===== config.mk =====
export PLATFORM = sky130hd
export DESIGN_NAME = pc_redirect_ctrl_flat
export DESIGN_NICKNAME = d
export VERILOG_FILES = /design/src/rtl/pc_redirect_ctrl_pkg.sv /design/src/rtl/pc_redirect_ctrl_if.sv /design/src/rtl/pc_redirect_ctrl_branch_perf_cnt.sv /design/src/rtl/pc_redirect_ctrl.sv /design/src/flat_wrapper.sv
export SDC_FILE = /design/constraint.sdc
export NUM_CORES = 1
export LEC_CHECK = 0
export ABC_CLOCK_PERIOD_IN_PS = 5400
export BUFFER_PORTS_ARGS = -buffer_cell sky130_fd_sc_hd__buf_2
export CORE_ASPECT_RATIO = 0.5
export CORE_UTILIZATION = 55
export CTS_BUF_LIST = sky130_fd_sc_hd__clkbuf_16
export DETAILED_ROUTE_END_ITERATION = 7
export HOLD_SLACK_MARGIN = 0.05
export PLACE_DENSITY = 0.83
export SETUP_SLACK_MARGIN = 0.15
export SLEW_MARGIN = 20
export SYNTH_ARGS = -nofsm -noshare
export SYNTH_HDL_FRONTEND = slang
export SYNTH_SLANG_ARGS = --single-unit

===== constraint.sdc =====
create_clock -name clk -period 5.4 [get_ports clk]
set_clock_uncertainty 0.2 [all_clocks]
set_input_delay 0.54 -clock clk [delete_from_list [all_inputs] [get_ports clk]]
set_output_delay 0.54 -clock clk [all_outputs]
set_load 0.05 [all_outputs]

===== src/rtl/pc_redirect_ctrl_pkg.sv =====
// Shared definitions for the PC redirect controller slice.
//   state_e     : FSM state encoding (IDLE / PENDING / DRAIN)
//   ADDR_W_DEF  : default PC / target width
//   CNT_W_DEF   : default perf counter width
package pc_redirect_ctrl_pkg;

  localparam int ADDR_W_DEF = 32;
  localparam int CNT_W_DEF  = 32;

  typedef enum logic [1:0] {
    ST_IDLE    = 2'd0,
    ST_PENDING = 2'd1,
    ST_DRAIN   = 2'd2
  } state_e;

endpackage


===== src/rtl/pc_redirect_ctrl_if.sv =====
// Bundle of MEM-stage resolution, fetch status and PC-mux/flush controls.
//   slave  : seen by pc_redirect_ctrl (consumes resolution/fetch status,
//            drives PC mux, flushes, squash, status and perf counters)
//   master : seen by the surrounding pipeline (the opposite directions)
interface pc_redirect_ctrl_if
  import pc_redirect_ctrl_pkg::*;
#(
  parameter int ADDR_W = ADDR_W_DEF,
  parameter int CNT_W  = CNT_W_DEF
);
  logic              mem_valid;
  logic              mem_is_br_jmp;
  logic              mem_taken;
  logic [ADDR_W-1:0] mem_target;
  logic              if_stall;
  logic              fetch_inflight;
  logic              imem_resp_valid;

  logic              pc_sel;
  logic [ADDR_W-1:0] pc_target;
  logic              flush_ifid;
  logic              flush_idex;
  logic              flush_exmem;
  logic              resp_squash;
  logic              busy;
  logic              err_sticky;
  logic [CNT_W-1:0]  br_cnt;
  logic [CNT_W-1:0]  redir_cnt;

  modport slave (
    input  mem_valid, mem_is_br_jmp, mem_taken, mem_target,
           if_stall, fetch_inflight, imem_resp_valid,
    output pc_sel, pc_target, flush_ifid, flush_idex, flush_exmem,
           resp_squash, busy, err_sticky, br_cnt, redir_cnt
  );

  modport master (
    output mem_valid, mem_is_br_jmp, mem_taken, mem_target,
           if_stall, fetch_inflight, imem_resp_valid,
    input  pc_sel, pc_target, flush_ifid, flush_idex, flush_exmem,
           resp_squash, busy, err_sticky, br_cnt, redir_cnt
  );
endinterface


===== src/rtl/pc_redirect_ctrl_branch_perf_cnt.sv =====
// Free-running event counter; wraps modulo 2^CNT_W.
//   clk, rst : clock, asynchronous active-high reset
//   inc      : count one event this cycle
//   cnt      : current count
module branch_perf_cnt #(
  parameter int CNT_W = 32
) (
  input  logic             clk,
  input  logic             rst,
  input  logic             inc,
  output logic [CNT_W-1:0] cnt
);

  // NOTE: sequential state uses non-blocking assignment so every register
  // samples pre-edge values regardless of process ordering.
  always_ff @(posedge clk or posedge rst) begin
    if (rst)      cnt <= '0;
    else if (inc) cnt <= cnt + CNT_W'(1);
  end

endmodule


===== src/rtl/pc_redirect_ctrl.sv =====
// PC redirect sequencer for the pipelined SCPU.
//   clk, rst : clock, asynchronous active-high reset
//   bus      : pc_redirect_ctrl_if.slave -- MEM branch resolution, fetch
//              stall/inflight/response in; PC mux select/target, pipeline
//              flushes, response squash, busy, sticky error, perf counters out.
// A taken branch redirects the PC in the same cycle when fetch can accept it;
// otherwise the target is held in PENDING. If an imem request is outstanding
// at redirect time, DRAIN discards its (now stale) response.
module pc_redirect_ctrl
  import pc_redirect_ctrl_pkg::*;
#(
  parameter int ADDR_W = ADDR_W_DEF,
  parameter int CNT_W  = CNT_W_DEF
) (
  input  logic                clk,
  input  logic                rst,
  pc_redirect_ctrl_if.slave   bus
);

  state_e            state_q, state_d;
  logic [ADDR_W-1:0] target_q;
  logic              err_q;

  logic resolve, fire;
  logic br_inc, redir_inc, load_target, err_set, flush;

  assign resolve = bus.mem_valid & bus.mem_is_br_jmp;
  assign fire    = resolve & bus.mem_taken;

  always_ff @(posedge clk or posedge rst) begin
    if (rst) begin
      state_q  <= ST_IDLE;
      target_q <= '0;
      err_q    <= 1'b0;
    end else begin
      state_q <= state_d;
      if (load_target) target_q <= bus.mem_target;
      if (err_set)     err_q    <= 1'b1;
    end
  end

  // NOTE: every signal driven here gets a default first, so no path through
  // the case leaves a value unassigned and no latch is inferred.
  always_comb begin
    state_d         = state_q;
    bus.pc_sel      = 1'b0;
    bus.pc_target   = target_q;
    bus.resp_squash = 1'b0;
    flush           = 1'b0;
    br_inc          = 1'b0;
    redir_inc       = 1'b0;
    load_target     = 1'b0;
    err_set         = 1'b0;

    unique case (state_q)
      ST_IDLE: begin
        br_inc = resolve;
        if (fire) begin
          flush       = 1'b1;
          redir_inc   = 1'b1;
          load_target = 1'b1;
          if (!bus.if_stall) begin
            bus.pc_sel    = 1'b1;
            bus.pc_target = bus.mem_target;
            state_d       = bus.fetch_inflight ? ST_DRAIN : ST_IDLE;
          end else begin
            state_d = ST_PENDING;
          end
        end
      end
      ST_PENDING: begin
        // Anything resolving here is younger than the flushed branch.
        err_set    = resolve;
        bus.pc_sel = !bus.if_stall;
        if (!bus.if_stall)
          state_d = bus.fetch_inflight ? ST_DRAIN : ST_IDLE;
      end
      ST_DRAIN: begin
        err_set         = resolve;
        bus.resp_squash = bus.imem_resp_valid;
        if (bus.imem_resp_valid) state_d = ST_IDLE;
      end
      default: state_d = ST_IDLE;
    endcase
  end

  assign bus.flush_ifid  = flush;
  assign bus.flush_idex  = flush;
  assign bus.flush_exmem = flush;
  assign bus.busy        = (state_q != ST_IDLE);
  assign bus.err_sticky  = err_q;

  branch_perf_cnt #(.CNT_W(CNT_W)) u_br_cnt (
    .clk (clk),
    .rst (rst),
    .inc (br_inc),
    .cnt (bus.br_cnt)
  );

  branch_perf_cnt #(.CNT_W(CNT_W)) u_redir_cnt (
    .clk (clk),
    .rst (rst),
    .inc (redir_inc),
    .cnt (bus.redir_cnt)
  );

endmodule


===== src/flat_wrapper.sv =====
// flat-port wrapper written by rule: the top's interface ports become plain ports
module pc_redirect_ctrl_flat import pc_redirect_ctrl_pkg::*;
#(
  parameter int ADDR_W = ADDR_W_DEF,
  parameter int CNT_W  = CNT_W_DEF
)
  (clk, rst, bus_mem_valid, bus_mem_is_br_jmp, bus_mem_taken, bus_mem_target, bus_if_stall, bus_fetch_inflight, bus_imem_resp_valid, bus_pc_sel, bus_pc_target, bus_flush_ifid, bus_flush_idex, bus_flush_exmem, bus_resp_squash, bus_busy, bus_err_sticky, bus_br_cnt, bus_redir_cnt);
  pc_redirect_ctrl_if #(.ADDR_W(ADDR_W), .CNT_W(CNT_W)) bus_i ();
  input  logic clk;
  input  logic rst;
  input wire logic [$bits(bus_i.mem_valid)-1:0] bus_mem_valid;
  input wire logic [$bits(bus_i.mem_is_br_jmp)-1:0] bus_mem_is_br_jmp;
  input wire logic [$bits(bus_i.mem_taken)-1:0] bus_mem_taken;
  input wire logic [$bits(bus_i.mem_target)-1:0] bus_mem_target;
  input wire logic [$bits(bus_i.if_stall)-1:0] bus_if_stall;
  input wire logic [$bits(bus_i.fetch_inflight)-1:0] bus_fetch_inflight;
  input wire logic [$bits(bus_i.imem_resp_valid)-1:0] bus_imem_resp_valid;
  output wire logic [$bits(bus_i.pc_sel)-1:0] bus_pc_sel;
  output wire logic [$bits(bus_i.pc_target)-1:0] bus_pc_target;
  output wire logic [$bits(bus_i.flush_ifid)-1:0] bus_flush_ifid;
  output wire logic [$bits(bus_i.flush_idex)-1:0] bus_flush_idex;
  output wire logic [$bits(bus_i.flush_exmem)-1:0] bus_flush_exmem;
  output wire logic [$bits(bus_i.resp_squash)-1:0] bus_resp_squash;
  output wire logic [$bits(bus_i.busy)-1:0] bus_busy;
  output wire logic [$bits(bus_i.err_sticky)-1:0] bus_err_sticky;
  output wire logic [$bits(bus_i.br_cnt)-1:0] bus_br_cnt;
  output wire logic [$bits(bus_i.redir_cnt)-1:0] bus_redir_cnt;
  assign bus_i.mem_valid = bus_mem_valid;
  assign bus_i.mem_is_br_jmp = bus_mem_is_br_jmp;
  assign bus_i.mem_taken = bus_mem_taken;
  assign bus_i.mem_target = bus_mem_target;
  assign bus_i.if_stall = bus_if_stall;
  assign bus_i.fetch_inflight = bus_fetch_inflight;
  assign bus_i.imem_resp_valid = bus_imem_resp_valid;
  assign bus_pc_sel = bus_i.pc_sel;
  assign bus_pc_target = bus_i.pc_target;
  assign bus_flush_ifid = bus_i.flush_ifid;
  assign bus_flush_idex = bus_i.flush_idex;
  assign bus_flush_exmem = bus_i.flush_exmem;
  assign bus_resp_squash = bus_i.resp_squash;
  assign bus_busy = bus_i.busy;
  assign bus_err_sticky = bus_i.err_sticky;
  assign bus_br_cnt = bus_i.br_cnt;
  assign bus_redir_cnt = bus_i.redir_cnt;
  pc_redirect_ctrl #(.ADDR_W(ADDR_W), .CNT_W(CNT_W)) u_core (.clk(clk), .rst(rst), .bus(bus_i));
endmodule

* Yosys cells after proc, flatten, opt, wreduce, memory -nomap -nowiden
Index checks and enable logic that the tools add are counted.
Storage, ports and cells: output and inout bits 103, flip-flop bits (word level) 99, logic and storage cells 36, input bits 40
Operators by class: reductions and logical operators 5, muxes and demuxes 17, bitwise operators 2, add/subtract/negate cells 2, eq/ne operators 5
Operators with widths (count):
- 2-to-1 mux 32 bit | 3
- adder 32 x 1 -> 32 bit, second input constant | 2
- 2-to-1 mux 2 bit | 5
- 2-to-1 mux 1 bit | 7
- case mux 2 bit (3 select lines) | 1
- != test 2 bit, second input constant | 2
- AND reduction 3 bit | 1
- bitwise AND 1 bit | 2
- equality test 2 x 1 -> 1 bit, second input constant | 1
- equality test 2 bit, second input constant | 1
- zero test 2 bit | 1
- != test 2 x 1 -> 1 bit, second input constant | 1
- case mux 1 bit (2 select lines) | 1
- nonzero test 2 bit | 1
- OR reduction 2 bit | 1
- zero test 1 bit | 1

* Depth between registers and ports, before layout
depth after elaboration 4, depth in mapped cells 8, depth with buffers taken out 6

* Hierarchy
A second synthesis with hierarchy kept.
Unflattened totals: cell total of the unflattened synthesis 450, area total of the unflattened synthesis 4865.9 um2
By module, submodules not included:
- branch_perf_cnt | cells an instance 126, area an instance 1510.2 um2, times used 2, seq. area each 800.8 um2
- pc_redirect_ctrl | cells an instance 198, area an instance 1845.5 um2, times used 1, seq. area each 875.8 um2

* Worst setup path after synthesis
No wires, ideal clock.
kind register to output, start reg u_core.state_q[0], end out bus_pc_sel, arrival time 2.105 ns, buffers on the path 2, stages on the path, launching flop included 7, setup slack 2.555 ns, path through dfrtp_1 inv_1 ha_1 nand4_2 buf_2 clkbuf_1 a21oi_1
On the way: longest elaborated chain between the ends 2, elaborated cells between the ends (all ways) 3
RTL lines:
- start: declaration | RTL line pc_redirect_ctrl.sv:20 | state_e state_q, state_d;
- start signal: assignment | RTL line pc_redirect_ctrl.sv:36 | state_q <= state_d;
- equality test 2 x 1 -> 1 bit or zero test 2 bit (tied branches) | RTL line pc_redirect_ctrl.sv:55 | unique case (state_q)
- case mux 1 bit (2 select lines) * | RTL line pc_redirect_ctrl.sv:55
- end: declaration | RTL line flat_wrapper.sv:18 | output wire logic [$bits(bus_i.pc_sel)-1:0] bus_pc_sel;
Every way passes the cells marked *; elsewhere a longest branch is shown, timed or not.

* Final worst setup path
start reg u_core.state_q[0], end out bus_flush_ifid
On the way: longest elaborated chain between the ends 2
RTL lines:
- zero test 2 bit | RTL line pc_redirect_ctrl.sv:55
- 2-to-1 mux 1 bit | RTL line pc_redirect_ctrl.sv:55
- end: declaration | RTL line flat_wrapper.sv:20 | output wire logic [$bits(bus_i.flush_ifid)-1:0] bus_flush_ifid;
No other way between the ends.

==> metrics.txt <==
Startpoint Class flip-flop; syn avg cell area 10.55 um^2; Root Buffer clkbuf_16; post-synthesis mux area share 7.808%; RSZ-0062 raised after global routing false; CTS tree yes; Layout Utilization 71.00%; FF+latch count, synth 99; first-pass GRT wire length 16240 um; antenna violations before repair 0; Syn Inst Count 451; Worst Path Arrival 2.99 ns; # setup viols final 0; dpl cell area 0.005505 mm^2; DPL Wire Length approximately 7000 um; Pre-antenna DRT Iters 5; DIE HEIGHT 67.78 um; Warnings, synthesis 0; via count 3710; setup tns final 0 ns; run status finished, final reports clean; HP Class input port to asynchronous set/reset pin; Hold Fails Final Rpt 0; fin crit period 3.728 ns; max-slew violation count 0; Max VDD drop 0.0004063 V; Sink Count 99; post-synth cell types 29; area leader, netlist dfrtp_1; # Post-CTS Setup Buffers 0; Area Overhead vs Synth 22.34%; Pleak 3.053 nW; CTS max path bufs 2; compound-gate portion of the synthesized area less than 1%; Placeable Area 0.008202 mm^2; Rel. slew slack 30.39%; # IOs 143; Die Span X 133.6 um; I/O Buffers between 100 and 150; Max Clk Rate about 0.27 GHz; CP Class flip-flop to output port; ys async rst share 100.0%; ANT cells 0; Congestion Overflow GR 0; gpl congestion 0.8491; Post-Synth Simple-Gate Area between 20% and 30%; number of synthesized flops with an enable pin 0; CP Data Required Time about 4.7 ns; xor/xnor share of the synthesized area a little under an eighth; Mapped Area approximately 0.0048 mm^2; CP Capture Type output port; Seq/Total Area, Yosys 52.05%; fin nets 633; WL/cell between 10 and 15 um; Hold Slack between 0.06 and 0.07 ns; pwr dens 485.3 mW/mm^2; Final Cell Area 0.005823 mm^2; synth top area cells dfrtp_1 (52%), xnor2_1 (10%), nand2_1 (9.1%); post-cts resize count 0; largest family of logic cells by synthesized area simple AND/OR/NAND/NOR gates; Detailed Route Iter0 Violations 225; Max Cap Viol 0; TritonCTS Buffers 9; vias in the first global route 3347; gr usage total 23.32%; share of Yosys cell area claimed by the top area cell type 52.05%; drt total wl 9940 um; Post-Syn Nets between 400 and 500; count leader, synth nand2_1; pin count of the biggest net entering global routing 54; clk slew on worst S/H paths 0.06 ns; post-route ant nets 0; synth cell count leaders nand2_1 (116), dfrtp_1 (99), xnor2_1 (57), mux2_2 (33), nand4_1 (29); Die Footprint about 0.0091 mm^2; Synth Flop Type dfrtp_1; Core Rows 23; vias per inst 5.262; Synth Area in Adders 1.314%; share of cells above drive strength 1 roughly 34%; Max Fanout on Critical Path just over 40; Worst-Margin Slew 1.040 ns; Skew-Pair Late Insertion Delay roughly 0.34 ns; H-tree depth 3; Initial Utilization 58.03%; Post-CTS Hold Fix Bufs 0; residual DRC count 0; Final Cycle Share 69.04%
-- per-layer routing --
metal / global-route usage [%] / wire (um) / part of all wire (%) / vias to the layer above
met3: 5.781 / 452 / 4.5 / 9
met4: 6.818 / 90 / 0.91 / 0
met1: 30.13 / 4516 / 45 / 1792
met5: 0 / 0 / 0 / -
li1: - / - / - / 1796
met2: 39.65 / 4880 / 49 / 113
-- logic make-up after synthesis --
logic type	count (synthesis)
buf+inv	30
mux	33
xor+xnor	62
simple gates	216
flops	99
fa+ha+maj	5
compound gates	6
-- critical path, cell delays in order (launching register included) --
cell and delay (ns):
dfrtp_1 0.35, inv_1 0.07, ha_1 0.29, nand4_2 0.10, buf_4 0.40, clkinv_1 0.91, buf_2 0.51
-- report_power, final --
part           leakage [nW]  total [mW]  switching, mW  internal (mW)
clock                 0.152       0.662          0.262          0.400
combinational          1.59        1.15          0.842          0.312
sequential             1.31        1.01          0.114          0.897
total                  3.05        2.83           1.22           1.61
-- metrics by stage --
step	setup slack, ns	std cells	power, mW
floorplan	2.070	451	1.926
global placement	2.066	689	2.158
detailed placement	2.071	689	2.175
CTS	1.679	705	2.845
global route	1.485	705	2.964
finish	1.672	705	2.826
-- placed cells by master, fill, tap and decap left out, drive strengths merged, types with 5 or more instances in the layout --
cell	instances
buf	145
nand2	116
dfrtp	99
xnor2	57
mux2	33
nand4	32
nand3	28
inv	11
nor2	11
clkbuf	9
and3	8
and4	8
xor2	5
ha	5
-- state kept, by name, indices dropped and copies added (netlist names) --
name,flops
u_core.target_q,32
u_core.state_q,2
u_core.u_redir_cnt.cnt,32
u_core.u_br_cnt.cnt,32
u_core.bus.err_sticky,1
-- worst paths after layout --
path	startpoint	endpoint	slack (ns)	cells after the start
min reg2reg	u_core.u_br_cnt.cnt[31]$_DFFE_PP0P_	u_core.u_br_cnt.cnt[31]$_DFFE_PP0P_	0.27	1
max	u_core.state_q[0]$_DFFE_PP0P_	bus_flush_ifid	1.67	6
min	rst	u_core.u_redir_cnt.cnt[3]$_DFFE_PP0P_	0.06	2
max in group asynchronous	rst	u_core.bus.err_sticky$_DFFE_PP0P_	3.89	3
max reg2reg	u_core.state_q[0]$_DFFE_PP0P_	u_core.u_redir_cnt.cnt[2]$_DFFE_PP0P_	2.53	7
min in group clk	bus_mem_target[4]	u_core.target_q[4]$_DFFE_PP0P_	0.20	3
-- final cells by class --
cell class	count	area [um^2]
fill	626	2379
tap	112	140.1
clock buffer	9	225.2
timing repair buffer	145	733.2
inverter	11	43.79
multi-input combinational	322	2120
clock inverter	7	83.83
sequential	99	2477
(Power assumes the default switching activity.)
